===== config.mk =====
export PLATFORM = sky130hd
export DESIGN_NAME = jtag_tap_controller
export DESIGN_NICKNAME = d
export VERILOG_FILES = /design/src/rtl/jtag_tap_controller.sv
export SDC_FILE = /design/constraint.sdc
export NUM_CORES = 1
export LEC_CHECK = 0
export BUFFER_PORTS_ARGS = -buffer_cell sky130_fd_sc_hd__buf_4
export CELL_PAD_IN_SITES_DETAIL_PLACEMENT = 0
export CELL_PAD_IN_SITES_GLOBAL_PLACEMENT = 1
export CORE_UTILIZATION = 42
export CTS_BUF_LIST = sky130_fd_sc_hd__clkbuf_2
export CTS_CLUSTER_SIZE = 8
export DETAILED_ROUTE_END_ITERATION = 12
export PLACE_DENSITY_LB_ADDON = 0.1
export SETUP_SLACK_MARGIN = 0.2
export SLEW_MARGIN = 20
export SYNTH_ARGS = -nofsm -noshare
export SYNTH_HDL_FRONTEND = slang
export SYNTH_SLANG_ARGS = --single-unit
export TNS_END_PERCENT = 30

===== constraint.sdc =====
create_clock -name TCK -period 4 [get_ports TCK]
set_input_delay 0.4 -clock TCK [delete_from_list [all_inputs] [get_ports TCK]]
set_output_delay 0.4 -clock TCK [all_outputs]
set_load 0.01 [all_outputs]

===== src/rtl/jtag_tap_controller.sv =====
// jtag_tap_controller: IEEE 1149.1 TAP state machine with instruction register,
// bypass register and TDO multiplexer; everything runs on rising TCK.
module jtag_tap_controller #(
    parameter int IR_WIDTH = 4
) (
    input  logic                TCK,
    input  logic                Reset,
    input  logic                TMS,
    input  logic                TDI,
    input  logic                DR_TDO,
    output logic                TDO,
    output logic                TDO_En,
    output logic                Test_Logic_Reset,
    output logic                Run_Test_Idle,
    output logic                Capture_DR,
    output logic                Shift_DR,
    output logic                Update_DR,
    output logic                Capture_IR,
    output logic                Shift_IR,
    output logic                Update_IR,
    output logic [IR_WIDTH-1:0] Instr,
    output logic                Mode
);
    typedef enum logic [3:0] {
        TLR, RTI, SEL_DR, CAP_DR, SH_DR, EX1_DR, PAU_DR, EX2_DR, UPD_DR,
        SEL_IR, CAP_IR, SH_IR, EX1_IR, PAU_IR, EX2_IR, UPD_IR
    } state_t;

    localparam logic [IR_WIDTH-1:0] OP_EXTEST = '0;
    localparam logic [IR_WIDTH-1:0] OP_SAMPLE = IR_WIDTH'(1);
    localparam logic [IR_WIDTH-1:0] OP_INTEST = IR_WIDTH'(2);
    localparam logic [IR_WIDTH-1:0] OP_BYPASS = '1;

    state_t                r_state;
    state_t                w_next;
    logic [IR_WIDTH-1:0]   r_ir;
    logic [IR_WIDTH-1:0]   r_instr;
    logic                  r_bypass;
    logic                  w_bypass_sel;

    always_comb begin
        w_next = TLR;
        unique case (r_state)
            TLR:    w_next = TMS ? TLR    : RTI;
            RTI:    w_next = TMS ? SEL_DR : RTI;
            SEL_DR: w_next = TMS ? SEL_IR : CAP_DR;
            CAP_DR: w_next = TMS ? EX1_DR : SH_DR;
            SH_DR:  w_next = TMS ? EX1_DR : SH_DR;
            EX1_DR: w_next = TMS ? UPD_DR : PAU_DR;
            PAU_DR: w_next = TMS ? EX2_DR : PAU_DR;
            EX2_DR: w_next = TMS ? UPD_DR : SH_DR;
            UPD_DR: w_next = TMS ? SEL_DR : RTI;
            SEL_IR: w_next = TMS ? TLR    : CAP_IR;
            CAP_IR: w_next = TMS ? EX1_IR : SH_IR;
            SH_IR:  w_next = TMS ? EX1_IR : SH_IR;
            EX1_IR: w_next = TMS ? UPD_IR : PAU_IR;
            PAU_IR: w_next = TMS ? EX2_IR : PAU_IR;
            EX2_IR: w_next = TMS ? UPD_IR : SH_IR;
            UPD_IR: w_next = TMS ? SEL_DR : RTI;
            default: w_next = TLR;
        endcase
    end

    // Instr is forced to BYPASS on the edge that enters TLR so it is valid on arrival
    always_ff @(posedge TCK) begin
        if (Reset) begin
            r_state  <= TLR;
            r_ir     <= OP_SAMPLE;
            r_instr  <= OP_BYPASS;
            r_bypass <= 1'b0;
        end else begin
            r_state <= w_next;
            if (r_state == CAP_IR)
                r_ir <= OP_SAMPLE;
            else if (r_state == SH_IR)
                r_ir <= {TDI, r_ir[IR_WIDTH-1:1]};
            if (w_next == TLR || r_state == TLR)
                r_instr <= OP_BYPASS;
            else if (r_state == UPD_IR)
                r_instr <= r_ir;
            if (r_state == CAP_DR)
                r_bypass <= 1'b0;
            else if (r_state == SH_DR && w_bypass_sel)
                r_bypass <= TDI;
        end
    end

    assign Instr        = r_instr;
    assign Mode         = (r_instr == OP_EXTEST) || (r_instr == OP_INTEST);
    assign w_bypass_sel = !((r_instr == OP_EXTEST) || (r_instr == OP_SAMPLE) || (r_instr == OP_INTEST));

    assign Test_Logic_Reset = (r_state == TLR);
    assign Run_Test_Idle    = (r_state == RTI);
    assign Capture_DR       = (r_state == CAP_DR);
    assign Shift_DR         = (r_state == SH_DR);
    assign Update_DR        = (r_state == UPD_DR);
    assign Capture_IR       = (r_state == CAP_IR);
    assign Shift_IR         = (r_state == SH_IR);
    assign Update_IR        = (r_state == UPD_IR);

    assign TDO_En = Shift_DR || Shift_IR;
    assign TDO    = Shift_IR ? r_ir[0] : Shift_DR ? (w_bypass_sel ? r_bypass : DR_TDO) : 1'b0;
endmodule


==> reports/summary.txt, run 1 <==
Mapped Cells = 95
Core ar. = 1727 um^2
CP Launch Type = register
hold crit path type = in2reg
critical path required time = 3.60 ns
total clock sinks = 13
met2 usage in global routing = 21.74%
gr usage total = 17.51%
TNS Setup = 0 ns
Starting Density = 45.07%
syn nets = 100
first-pass GRT wire length = 2.642 mm
area delta synth->final = 18.81%
worst slew pin tran = 0.6310 ns
commonest cells in the netlist = dfxtp_1 (13), buf_2 (8), nand2_1 (7), nor2_1 (7), mux2i_1 (6)
period utilization = 60.82%
first drt pass iteration count = 4
num rows = 15
Finished Layout Cells = 134
Fin. Hold Viols = 0
#FFs+latches synth = 13
M3 GR Usage = 2.400%
top-count cell post-synth = dfxtp_1
DRC = 0
drt total wl = 1.673 mm
routed via count = 732
clock latency on the worst-skew pair = 0.26 ns
clock slew at reported path FFs = 0.14 ns
Hold WS = 0.3343 ns
synthesized area per cell = 8.192 um^2
io pins = 20
Num CTS Buffers = 3
detailed placement HPWL = 1.150 mm
Leak Pwr = 0.4176 nW
CTS Root Cell = clkbuf_2
EDFF count, synth = 0
register area share after synthesis = 33.44%
r2r worst-path depth = 2
top-area cell type share of the netlist area = 33.44%
Hold Buf Count CTS = 0
Post CTS Setup Buffer Count = 0
Synth area leaders = dfxtp_1 (33%), mux2i_1 (7.7%), buf_2 (5.1%)
hold path startpoint = Reset
RD Place Congestion = 0.6956
drt wl/cell = 12.49 um
CP Max Fanout = 22
Post-synth ARST share = 0%
antenna cells = 0
RSZ-0062 raised after global routing = no
Pwr Density = 261.5 nW/um^2
port bufs = 19
R2R setup slack = 2.20 ns
max-slew violations = 0
CTS tree = built
Hold Path Depth = 2
max frequency = 0.4110 GHz
library cells used by synthesis = 40
Setup WS pre-CTS = 1.929 ns
overall power = 0.2418 mW
share of layout cells above drive strength 1 = 26.61%
Worst EP arrival = 2.03 ns
Yosys warning total = 0
via density per instance = 5.463
clk buf depth = 2
initial antenna violation count = 0
grt ovf = 0
Clock Skews = 0.01246 ns
dpl cell area = 904.6 um^2
Synth area leader = dfxtp_1
Critical Path End Type = primary output
post-CTS sizing = 0
Max-slew headroom = 57.87%
Max-Cap Viols = 0
Post-Syn Area = 778.2 um^2
Cells after DPL = 130
Synth Flop Type = dfxtp_1
minimum clock period = 2.433 ns
DR iter-0 viols = 40
setup violators final = 0
die area = 2029 um^2
PnR worst setup slack = 1.567 ns
largest net degree at the start of global routing = 23
worst r2r dst = r_ir[0]
VDD IR max = 0.1742 mV
nets@finish = 115
critical path class = reg2out
Post-Route Utilization = 53.55%
status = finished clean
Worst R2R Start = r_state[3]
GR Util met1 = 29.70%
Routed Antenna Nets = 0
post-route cell area = 924.6 um^2
H-tree depth = 1
Worst Hold End = r_state[1]
Die Width = 45.05 um
number of global-route vias before repair = 551
gr busiest metal = met1
Die H = 45.05 um
[how the worst max path moves through the flow]
stage,depth (start not counted),to,from,slack [ns]
3_5_place_dp,3,TDO,r_state[3],1.93
2_1_floorplan,3,TDO,r_state[3],2.44
6_report,3,TDO,r_state[3],1.57
4_1_cts,3,TDO,r_state[3],1.60
5_1_grt,3,TDO,r_state[3],1.42
3_3_place_gp,3,TDO,r_state[3],1.98
[per-layer routing]
layer  wire (um)  part of all wire, %
met2         719                   43
met4          10                 0.60
met5           0                    0
met3          93                  5.6
met1         849                   51
[cell usage in the layout, fill, tap and decap left out, types with 2 or more instances in the layout]
cell and n:
nor2_1 7, buf_4 19, mux2i_1 6, clkbuf_2 4, a31oi_1 3, nor3_1 3, o2111ai_1 2, nor4_1 2
inv_1 4, nand2_1 7, a211oi_1 2, dfxtp_1 13, inv_2 2, nand3_1 4, o21ai_1 5, nand3b_1 2
[sequential cells by signal, indices dropped and copies added, names as in the netlist]
register / flops
r_ir: 4
r_state: 4
Instr: 4
r_bypass: 1
[power breakdown]
part	switching (mW)	leakage (nW)	internal [mW]
registers	0.00964	0.105	0.132
clock network	0.0430	0.0166	0.0265
logic	0.0148	0.296	0.0162
total	0.0674	0.418	0.174
[area by class of cell]
type | count | area [um^2]
fillers | 177 | 802.0
multi-input cells | 66 | 442.9
flip-flops and latches | 13 | 260.3
repair buffers | 19 | 142.6
well taps | 25 | 31.28
inverters | 7 | 27.53
clock buffers | 4 | 20.02
[cells by family after synthesis]
family / after synthesis / share of synthesized area, %
muxes: 7 / 9.164
and+or+nand+nor: 35 / 25.08
DFF: 13 / 33.44
xor gates and xnor gates: 1 / 1.126
buffers and inverters: 16 / 9.646
AOI/OAI and AO/OA: 23 / 21.54
[worst max-delay path: stages, from the launching register on]
cell      delay [ns]
dfxtp_1         0.75
nand4b_1        0.53
o22ai_1         0.32
buf_4           0.16
Power figures use the tool's default switching activity.
==> inputs of run 2 (changes only) <==
--- a/config.mk
+++ b/config.mk
@@ -8,7 +8,7 @@
 export BUFFER_PORTS_ARGS = -buffer_cell sky130_fd_sc_hd__buf_4
 export CELL_PAD_IN_SITES_DETAIL_PLACEMENT = 0
 export CELL_PAD_IN_SITES_GLOBAL_PLACEMENT = 1
-export CORE_UTILIZATION = 42
+export CORE_UTILIZATION = 35
 export CTS_BUF_LIST = sky130_fd_sc_hd__clkbuf_2
 export CTS_CLUSTER_SIZE = 8
 export DETAILED_ROUTE_END_ITERATION = 12
==> constraint.sdc (replaced) <==
create_clock -name TCK -period 2 [get_ports TCK]
set_input_delay 0.2 -clock TCK [delete_from_list [all_inputs] [get_ports TCK]]
set_output_delay 0.2 -clock TCK [all_outputs]
set_load 0.01 [all_outputs]
==> run 2 against run 1 <==
Clock-buffer cell count stayed put. Worst setup slack got worse by 1.3 ns. Sequential power rose by 93%. Total power up 99%. Combinational power rose to 2.5 times the previous value. Register-to-register slack worse by 1.6 ns. Cell count is 5.2% higher. Core utilization decreased by 4.9 points. Highest routed layer unchanged.
==> reports/summary.txt, run 2 (same netlist as run 1, synthesis figures left out) <==
period utilization = 84.70%
max frequency = 0.5903 GHz
commonest cells after routing, fill and taps aside = buf_4 (24), dfxtp_1 (10), nand2_1 (7), nor2_1 (7), mux2i_1 (6)
worst slew pin tran = 0.3582 ns (-0.2728 ns)
CP Launch Type = register
Hold Path Depth = 2 (unchanged)
total clock sinks = 13 (unchanged)
port bufs = 19 (unchanged)
die area = 2416 um^2 (+19%)
clock slew at reported path FFs = 0.13 ns (about the same)
DR iter-0 viols = 4 (-90%)
largest net degree at the start of global routing = 15 (-35%)
Max-slew headroom = 76.05% (+18 points)
Die H = 49.16 um (+9.1%)
Max-Cap Viols = 0 (unchanged)
gr usage total = 15.33% (-2.2 points)
num rows = 16 (+1)
hold crit path type = in2reg
Worst EP arrival = 1.49 ns (-0.54 ns)
minimum clock period = 1.694 ns
clock latency on the worst-skew pair = 0.26 ns (about the same)
CTS Root Cell = clkbuf_2
Hold WS = 0.1345 ns (-0.1997 ns)
VDD IR max = 0.3035 mV (+74%)
number of global-route vias before repair = 681 (+24%)
CP Max Fanout = 8 (-64%)
H-tree depth = 1 (unchanged)
via density per instance = 5.121 (-6.3%)
setup violators final = 0 (unchanged)
grt ovf = 0 (unchanged)
nets@finish = 120 (+4.3%)
share of layout cells above drive strength 1 = 34.21% (+7.6 points)
DRC = 0 (unchanged)
Critical Path End Type = primary output
Pwr Density = 489.8 nW/um^2 (+87%)
routed via count = 722 (-1.4%)
fill cell count = 214 (+21%)
TNS Setup = 0 ns (unchanged)
R2R setup slack = 0.60 ns (-1.60 ns)
r2r worst-path depth = 3 (+1)
status = finished clean
CTS tree = built
Die Width = 49.16 um (+9.1%)
Clock Skews = 0.01175 ns (-0.0007116 ns)
io pins = 20 (unchanged)
Fin. Hold Viols = 0 (unchanged)
area delta synth->final = 26.53%
clk buf depth = 2 (unchanged)
Core ar. = 2022 um^2 (+17%)
initial antenna violation count = 0 (unchanged)
detailed placement HPWL = 1.296 mm (+13%)
Post-Route Utilization = 48.70% (-4.9 points)
first-pass GRT wire length = 2.829 mm (+7.1%)
antenna cells = 0 (unchanged)
Num CTS Buffers = 3 (unchanged)
drt total wl = 1.712 mm (+2.3%)
Routed Antenna Nets = 0 (unchanged)
critical path class = reg2out
first drt pass iteration count = 2 (-2)
Leak Pwr = 0.4474 nW (+7.1%)
max-slew violations = 0 (unchanged)
Starting Density = 38.49% (-6.6 points)
most common cell after layout, fill and taps aside = buf_4
critical path required time = 1.80 ns (-1.80 ns)
RD Place Congestion = 0.7587 (+9.1%)
drt wl/cell = 12.14 um (-2.7%)
RSZ-0062 raised after global routing = no
## run 2: changes by cell type in the layout (fill, tap and decap cells not counted), sizes merged
cell  delta
buf      +5
## run 2: path summary, 6_finish.rpt
path | from | endpoint
setup reg to reg | r_state[3] | r_ir[0]
hold reg to reg | r_ir[0] | r_ir[0]
setup / recovery | r_state[0] | TDO
hold / removal | Reset | r_state[1]
## run 2: worst max-delay path: stages, from the launching register on
cell     delay [ns]
dfxtp_2        0.38
or4b_4         0.58
o22ai_2        0.13
buf_4          0.14
## run 2: layout make-up
type                            count  area [um^2]  area share (%)
Sequential cell                    13        269.0           27.32
Multi-Input combinational cell     66        454.2           46.12
Inverter                            7        27.53           2.795
Clock buffer                        4        20.02           2.033
Tap cell                           27        33.78           3.431
Timing Repair Buffer               24        180.2           18.30
## run 2: through the flow
stage          instance area [um^2]  std cells  power, mW  worst slack, ns
4_1_cts                       965.9        141     0.4916           0.2193
3_3_place_gp                  944.7        137     0.3549           0.5254
2_1_floorplan                 778.2         95     0.3285           0.6438
5_1_grt                       984.7        141     0.5152           0.2386
3_5_place_dp                  944.7        137     0.3555           0.4812
6_report                      984.7        141     0.4823           0.3060
## run 2: timing repair
action | in CTS | in global routing
setup endpoints to repair | 1 | 2
buffers inserted | 0 | 0
resized for setup | 1 | 6
hold buffers | 0 | 0
## run 2: layer usage
metal | routed length [um] | part of all wire, % | global-route usage (%)
met1 | 807 | 47 | 17.08
met3 | 44 | 2.6 | 2.804
met4 | 27 | 1.6 | 8.824
met5 | 0 | 0 | 0
met2 | 832 | 49 | 26.94
## run 2: power by group
part | internal, mW | leakage, nW | switching [mW]
registers | 0.262 | 0.107 | 0.00918
clock network | 0.0531 | 0.0166 | 0.0798
logic | 0.0374 | 0.324 | 0.0405
total | 0.353 | 0.447 | 0.129
==> inputs of run 3 (changes only) <==
--- a/config.mk
+++ b/config.mk
@@ -8,7 +8,7 @@
 export BUFFER_PORTS_ARGS = -buffer_cell sky130_fd_sc_hd__buf_4
 export CELL_PAD_IN_SITES_DETAIL_PLACEMENT = 0
 export CELL_PAD_IN_SITES_GLOBAL_PLACEMENT = 1
-export CORE_UTILIZATION = 35
+export CORE_UTILIZATION = 39
 export CTS_BUF_LIST = sky130_fd_sc_hd__clkbuf_2
 export CTS_CLUSTER_SIZE = 8
 export DETAILED_ROUTE_END_ITERATION = 12
==> constraint.sdc (replaced) <==
create_clock -name TCK -period 1.6 [get_ports TCK]
set_input_delay 0.16 -clock TCK [delete_from_list [all_inputs] [get_ports TCK]]
set_output_delay 0.16 -clock TCK [all_outputs]
set_load 0.01 [all_outputs]
==> run 3 against run 2 <==
Global-route usage up 4.1 points. Worst setup slack worse by 0.31 ns. Cell count grew 4.3%. Critical endpoint unchanged. Largest power group unchanged.
==> reports/summary.txt, run 3 (same netlist as run 1, synthesis figures left out) <==
status = finished clean
drt total wl = 1.856 mm (+8.4%)
routed via count = 773 (+7.1%)
nets@finish = 128 (+6.7%)
total clock sinks = 13 (unchanged)
share of layout cells above drive strength 1 = 46.72% (+13 points)
worst r2r dst = r_ir[1]
CTS tree = built
clk buf depth = 2 (unchanged)
Fin. Hold Viols = 0 (unchanged)
die area = 2178 um^2 (-9.9%)
critical path class = reg2out
Clock Skews = 0.01036 ns (-0.001390 ns)
commonest cells after routing, fill and taps aside = buf_4 (22), dfxtp_1 (8), nor2_1 (7), buf_6 (7), mux2i_1 (6)
worst slew pin tran = 0.3130 ns (-0.04517 ns)
antenna cells = 0 (unchanged)
largest net degree at the start of global routing = 19 (+4)
crit path capture = TDO
Worst R2R Start = r_state[2]
period utilization = 99.96%
max frequency = 0.6252 GHz
RSZ-0062 raised after global routing = yes
clock latency on the worst-skew pair = 0.27 ns (about the same)
CP Max Fanout = 4 (-4)
most common cell after layout, fill and taps aside = buf_4
Hold Buf Count CTS = 0 (unchanged)
initial antenna violation count = 0 (unchanged)
Die Width = 46.67 um (-5.1%)
Sequential Power Share = 51.5% (-4.8 points)
port bufs = 19 (unchanged)
H-tree depth = 1 (unchanged)
P_int = 0.4673 mW (+32%)
number of global-route vias before repair = 643 (-5.6%)
num rows = 15 (-1)
Num CTS Buffers = 3 (unchanged)
minimum clock period = 1.599 ns
Core ar. = 1802 um^2 (-11%)
DRC = 0 (unchanged)
first-pass GRT wire length = 2.884 mm (+1.9%)
setup violators final = 0 (unchanged)
r2r worst-path depth = 6 (+3)
gr usage total = 19.41% (+4.1 points)
drt wl/cell = 12.63 um (+4.0%)
Leak Pwr = 0.5130 nW (+15%)
Die H = 46.67 um (-5.1%)
Worst EP arrival = 1.44 ns (-0.05 ns)
via density per instance = 5.259 (+2.7%)
io pins = 20 (unchanged)
grt ovf = 0 (unchanged)
max-slew violations = 0 (unchanged)
CTS Root Cell = clkbuf_2
CP Launch Type = register
Starting Density = 43.19% (+4.7 points)
switching power = 0.1802 mW (+39%)
critical path required time = 1.44 ns (-0.36 ns)
RD Place Congestion = 0.7659 (+0.95%)
hold path startpoint = Reset
first drt pass iteration count = 4 (+2)
area delta synth->final = 50.16%
DR iter-0 viols = 14 (+10)
VDD IR max = 0.2795 mV (-7.9%)
detailed placement HPWL = 1.272 mm (-1.8%)
Critical Path End Type = primary output
R2R setup slack = 0.19 ns (-0.41 ns)
Max-slew headroom = 78.83% (+2.8 points)
worst setup path start = r_state[0]
Sw Share = 27.83% (+0.99 points)
Post-Route Utilization = 64.86% (+16 points)
Clk pwr share = 26.7% (-0.9 points)
clock slew at reported path FFs = 0.13 ns (about the same)
TNS Setup = 0 ns (unchanged)
Pwr Density = 554.1 nW/um^2 (+13%)
combinational fraction of design power = 21.8% (+5.7 points)
Routed Antenna Nets = 0 (unchanged)
hold crit path type = in2reg
Max-Cap Viols = 0 (unchanged)
==> run 3: worst min-delay path by stage <==
stage	endpoint	slack [ns]	cells past startpoint
after floorplan	r_state[1]	0.23	1
after global placement	r_bypass	0.39	2
after global routing	r_state[1]	0.05	2
after detailed placement	r_state[1]	0.39	2
final	r_state[1]	0.09	2
after CTS	r_state[1]	0.07	2
==> run 3: power by group through the flow <==
stage / Combinational [mW] / Clock, mW / Sequential [mW]
floorplan: 0.0728 / 0 / 0.338
global placement: 0.106 / 0 / 0.341
detailed placement: 0.107 / 0 / 0.341
CTS: 0.134 / 0.180 / 0.334
global route: 0.152 / 0.202 / 0.334
finish: 0.141 / 0.173 / 0.334
==> run 3: routing by layer <==
layer | vias to the layer above | track usage, % | routed length (um)
met2 | 21 | 31.11 | 884
met5 | - | 0 | 0
met3 | 4 | 2.353 | 80
li1 | 402 | - | -
met4 | 0 | 12.00 | 23
met1 | 346 | 24.41 | 868
==> run 3: worst max-delay path: stages (launching register included) <==
cell and delay [ns]:
dfxtp_2 0.35, or4b_4 0.57, o22ai_2 0.11, buf_4 0.14
==> run 3: cell type report <==
| type | instances | area (um^2) |
|---|---|---|
| multi-input cells | 66 | 519.2 |
| flip-flops and latches | 13 | 269.0 |
| fillers | 166 | 633.1 |
| well taps | 25 | 31.28 |
| clock buffers | 4 | 20.02 |
| repair buffers | 32 | 299.0 |
| inverters | 7 | 30.03 |
==> run 3: timing repair <==
item,4_1_cts,5_1_grt
pin swaps,6,7
endpoints found under the setup margin,10,20
cloned,0,0
setup buffers,4,2
gates resized for setup,18,18
==> run 3: stage by stage <==
stage	cell area (um^2)	setup slack (ns)	hold WS [ns]	cells	power [mW]
6_report	1169	0.0006241	0.09069	147	0.6475
5_1_grt	1169	-0.07077	0.05350	147	0.6879
4_1_cts	1095	-0.003368	0.06678	145	0.6481
3_5_place_dp	957.2	0.1729	0.3906	137	0.4475
3_3_place_gp	957.2	0.2391	0.3901	137	0.4462
2_1_floorplan	778.2	0.2763	0.2294	95	0.4106
